$ cat src/rtl/rep_id_generator.sv
// Doubled-ID stream generator: emits every number whose decimal digits are
// some X (no leading zero) written twice, in ascending order, for half-lengths
// 1 .. MAX_K/2. Producer side of a stall / out_valid / done stream.
// The datapath has no multipliers. x10 and x100 are built from shifts and
// adds. A single shared 64-bit adder forms both the first value of a length
// and each next value.
module rep_id_generator #(
  parameter int unsigned MAX_K = 12
) (
  input  logic        clk,
  input  logic        rst,
  input  logic        stall,
  output logic [63:0] out_val,
  output logic        out_valid,
  output logic        done,
  output logic [31:0] out_count
);

  // Last half-length to emit. An odd MAX_K rounds down.
  localparam logic [4:0] LastH = 5'(MAX_K / 2);

  typedef enum logic [1:0] {
    StLoad,
    StEmit,
    StNextLen,
    StDone
  } state_t;

  state_t      r_state;
  logic [4:0]  r_h;      // current half-length
  logic [63:0] r_lo;     // 10^(h-1), smallest X of this length
  logic [63:0] r_hi;     // 10^h
  logic [63:0] r_big;    // 10^(2h-1)
  logic [63:0] r_x;      // current X
  logic [63:0] r_step;   // 10^h + 1, distance between consecutive values
  logic [63:0] r_val;
  logic        r_valid;
  logic        r_done;
  logic [31:0] r_count;

  logic [63:0] w_add_a;
  logic [63:0] w_add_b;
  logic [63:0] w_sum;
  logic [63:0] w_hi_x10;
  logic [63:0] w_big_x100;
  logic        w_last_x;

  // Shared adder: big + lo in LOAD gives the first value; val + step in EMIT gives the next.
  always_comb begin
    w_add_a = r_val;
    w_add_b = r_step;
    if (r_state == StLoad) begin
      w_add_a = r_big;
      w_add_b = r_lo;
    end
  end

  assign w_sum      = w_add_a + w_add_b;
  assign w_hi_x10   = (r_hi << 3) + (r_hi << 1);
  assign w_big_x100 = (r_big << 6) + (r_big << 5) + (r_big << 2);
  assign w_last_x   = (r_x == (r_hi - 64'd1));

  // Sequencer FSM with registered outputs.
  always_ff @(posedge clk or negedge rst) begin
    if (!rst) begin
      r_state <= StLoad;
      r_h     <= 5'd1;
      r_lo    <= 64'd1;
      r_hi    <= 64'd10;
      r_big   <= 64'd10;
      r_x     <= 64'd0;
      r_step  <= 64'd0;
      r_val   <= 64'd0;
      r_valid <= 1'b0;
      r_done  <= 1'b0;
      r_count <= 32'd0;
    end else begin
      unique case (r_state)
        StLoad: begin
          r_val   <= w_sum;
          r_step  <= r_hi + 64'd1;
          r_x     <= r_lo;
          r_valid <= 1'b1;
          r_state <= StEmit;
        end
        StEmit: begin
          // out_valid is always high in EMIT, so an edge with stall low is an accept.
          if (!stall) begin
            r_count <= r_count + 32'd1;
            if (w_last_x) begin
              r_valid <= 1'b0;
              r_state <= (r_h == LastH) ? StDone : StNextLen;
            end else begin
              r_x   <= r_x + 64'd1;
              r_val <= w_sum;
            end
          end
        end
        StNextLen: begin
          r_h     <= r_h + 5'd1;
          r_lo    <= r_hi;
          r_hi    <= w_hi_x10;
          r_big   <= w_big_x100;
          r_state <= StLoad;
        end
        StDone: begin
          // Sticky until reset. out_val keeps the final value.
          r_done  <= 1'b1;
          r_valid <= 1'b0;
        end
      endcase
    end
  end

  assign out_val   = r_val;
  assign out_valid = r_valid;
  assign done      = r_done;
  assign out_count = r_count;

endmodule

$ cat config.mk
export PLATFORM = sky130hd
export DESIGN_NAME = rep_id_generator
export DESIGN_NICKNAME = d
export VERILOG_FILES = /design/src/rtl/rep_id_generator.sv
export SDC_FILE = /design/constraint.sdc
export NUM_CORES = 2
export LEC_CHECK = 0
export BUFFER_PORTS_ARGS = -buffer_cell sky130_fd_sc_hd__buf_2
export CAP_MARGIN = 25
export CORE_UTILIZATION = 50
export DETAILED_ROUTE_END_ITERATION = 8
export PLACE_DENSITY_LB_ADDON = 0.15
export SYNTH_ARGS = -nofsm -noshare
export SYNTH_HDL_FRONTEND = slang
export SYNTH_SLANG_ARGS = --single-unit
export TNS_END_PERCENT = 20
$ cat constraint.sdc
create_clock -name clk -period 10.53 [get_ports clk]
set_clock_uncertainty 0.15 [all_clocks]
set_input_delay 2.106 -clock clk [delete_from_list [all_inputs] [get_ports clk]]
set_output_delay 2.106 -clock clk [all_outputs]
set_load 0.01 [all_outputs]
==> flow_metrics.py <==
metrics = {
    "power_and_ir_drop": {
        "p_seq_frac": 0.466,
        "total_leakage_power_nw": 17.7,
        "power.density_nw_per_um2": 103,
        "clockPowerShare": 0.486,
        "switchingPower_mw": 0.845,
        "vdd_drop_max_mv": 0.103,
        "finalPower_mw": 3.56,
        "comb_power_share": 0.047,
        "p_sw_frac": 0.238,
        "p_int_mw": 2.71,
    },
    "clocking": {
        "cts-resized-gates": 0,
        "cts_root_buf": "clkbuf_16",
        "cts_setup_buffers": 0,
        "cts_tree": "built",
        "ctsHoldBuffers": 0,
        "clk_latency_ps": 600,
        "clkSinkCount": 417,
        "clk_pin_slew_ps": 60,
        "htree_num_levels": 2,
        "numCtsBuffers": 48,
        "clk_path_buf_depth": 3,
    },
    "setup_path": {
        "crit_path_end_kind": "register",
        "critical_path.most_common_cell": "or4_1",
        "worstPathMaxFanout": 60,
        "r2r_slack_ps": 4160,
        "cp_cell_sequence": "inv_1 -> ha_1 -> nor2b_1 -> a31oi_1 -> a2111oi_0 -> or4b_1 -> or4_1 -> or4_1 -> or4_1 -> nor4_2 -> buf_4 -> or2_4 -> buf_4 -> buf_16 -> o21ai_0 -> a21oi_1",
        "worst_setup_path_start_kind": "register",
        "r2r_start": "r_lo[1]",
        "arrival_ps": 6730,
        "worstSetupStartpoint": "r_lo[1]",
        "slowest_delay_ps": 600,
        "cpMaxStageDelayCell": "dfrtp_1",
        "cp.required_ps": 10890,
        "critPathKind": "register to register",
    },
    "yosys": {
        "syn_avg_cell_area_um2": 8.90,
        "ys_seq_area_frac": 0.326,
        "synth_cells": 3605,
        "synth_ff_type": "dfrtp_1",
        "synthesis.area_um2": 32100,
        "ys_warn_count": 0,
        "synthArstFlopShare": 1.00,
        "ys_seq_elements": 417,
        "synth_edf_count": 0,
        "ys_types": 91,
        "synth_fp_nets": 3853,
    },
    "finish": {
        "layout_commonest_cell": "nand2_1",
        "final_cell_mix": "487 x nand2_1, 413 x dfrtp_1, 246 x a21oi_1",
        "fin_nets": 3802,
        "n_antenna_cell": 0,
        "fill_cells": 5719,
        "drive_gt1_frac": 0.132,
        "multi_input_area_um2": 20500,
        "syn_to_final_growth_pct": 7.83,
        "regArea_um2": 10400,
        "fin_area_um2": 34600,
    },
    "timing": {
        "min_period_ps": 6370,
        "setup_ws_ps": 4160,
        "final_max_slew_viol_count": 0,
        "fmax_mhz": 157,
        "grt_setup_unrepaired": "no",
        "hold_slack_ps": 313,
        "relSlewSlack": 0.280,
        "finalCritPeriodShare": 0.605,
        "final_hold_viol_count": 0,
        "final.setup.tns_ps": 0,
        "worst_pin_slew_ps": 1070,
        "setup_viol": 0,
    },
    "route": {
        "drt-pass1-iter-count": 6,
        "vias": 27000,
        "wl_per_cell_um": 20.2,
        "drtAntennaViolNets": 0,
        "drc": 0,
        "via_per_inst": 6.09,
        "wirelength_um": 89700,
        "drt_iter0_markers": 2366,
    },
    "die": {
        "die_x_um": 255,
        "core_um2": 63200,
        "dieArea_um2": 65200,
        "ios": 101,
        "start_util": 0.507,
        "die_y_um": 255,
        "num_rows": 92,
    },
    "placement": {
        "gp_congestion": 0.916,
        "dpl.hpwl_um": 66300,
        "portBuffers": 100,
        "placed_area_um2": 32900,
        "place_ws_ps": 4050,
    },
    "hold_path": {
        "hp-start": "out_count[31]",
        "holdCritPathClass": "register to register",
    },
    "grt": {
        "globalRoute.totalOverflow": 0,
        "grt_pass1_wl_um": 142000,
        "grt_max_degree": 192,
        "antenna_found_initial": 1,
        "grt_pass1_vias": 25700,
        "gr-usage-all-layers": 0.274,
    },
    "flow_run": {
        "drv_cap": 0,
    },
    "run_status": {
        "outcome": "finished clean",
    },
}
-- sequential cells by signal, indices dropped and copies added, names as in the netlist --
| signal | cells |
|---|---|
| out_val | 64 |
| r_lo | 64 |
| r_step | 64 |
| r_x | 64 |
| r_hi | 61 |
| r_big | 59 |
| out_count | 32 |
| r_h | 5 |
| r_state | 2 |
| done | 1 |
| out_valid | 1 |
-- Yosys cell counts, types with 8 or more instances --
cell type	n	area [µm²]
nand4_1	70	438
o21bai_1	29	218
and3_1	60	375
a21oi_1	246	1230
inv_1	64	240
buf_2	26	130
o31ai_1	23	173
nand2b_1	93	582
a31o_2	18	158
a41oi_1	9	78.8
nor4_1	21	131
fa_1	55	1100
a31oi_1	33	206
nand3_1	80	400
nor2_1	148	556
o21a_1	26	195
o211ai_1	14	105
mux2_2	220	2480
xnor2_1	173	1520
o22ai_1	62	388
nor2b_1	26	163
a21o_1	134	1010
a21boi_0	8	60.1
xor2_1	111	972
clkbuf_1	168	631
or3_1	23	144
and4_1	18	158
a221oi_1	10	87.6
nand2_1	488	1830
buf_1	12	45.0
or2_2	12	75.1
and2_1	32	200
ha_1	190	2380
or4_1	16	120
a211oi_1	25	188
o21ai_0	233	1170
nand4b_1	8	70.1
dfrtp_1	413	10300
nor3_1	58	290
-- worst max-delay path, delay by kind of cell, from the launching register on --
kind / cells / cell delay [ps]
flip-flops: 1 / 600
buffers and inverters: 4 / 1310
AND/OR/NAND/NOR: 7 / 3010
adder cells (fa/ha/maj): 1 / 250
AO/OA/AOI/OAI: 4 / 870
-- layout make-up --
type	count	area share
clock inverter	20	0.00583
inverter	65	0.00706
multi-input combinational	2906	0.593
timing repair buffer	116	0.0195
tap	846	0.0306
sequential	417	0.302
clock buffer	70	0.0415
-- path summary, 6_finish.rpt --
path,to,depth (start not counted)
setup / recovery,r_x[46],16
hold / removal,out_count[31],1
setup reg to reg,r_x[46],16
hold reg to reg,out_count[31],1
max in group asynchronous,r_big[46],3
min in group asynchronous,r_big[16],1
-- power by group through the flow --
stage	Sequential, mW	Combinational, mW	Clock, mW
after floorplan	1.69	0.0910	0
after global placement	1.68	0.166	0
after detailed placement	1.69	0.170	0
after CTS	1.66	0.171	1.77
after global routing	1.66	0.195	1.83
final	1.66	0.169	1.73
-- kinds of logic (layout without fill, tap and decap cells) --
kind of cell	after synthesis	count (layout)	share of synthesized area
DFF	417	417	0.326
and+or+nand+nor	1197	1197	0.186
buffers and inverters	282	271	0.0357
AOI/OAI and AO/OA	952	952	0.187
adders and majority gates	245	245	0.108
muxes	228	228	0.0798
xor gates and xnor gates	284	284	0.0776
-- per-layer routing --
metal  routed length, µm  part of all wire  up-vias  global-route usage
li1                    -                 -    12900                   -
met1               43000              0.48    13200               0.403
met2               40000              0.45      741               0.426
met3                4720             0.053      111              0.0308
met4                1950             0.022        0              0.0689
met5                   0                 0        -                   0
-- per-stage QoR --
step / utilization / cells
after CTS: 0.547 / 4439
after global routing: 0.547 / 4440
after global placement: 0.521 / 4349
final: 0.547 / 4440
after detailed placement: 0.521 / 4349
after floorplan: - / 3605
No activity file was read; power rests on OpenSTA's default activity.
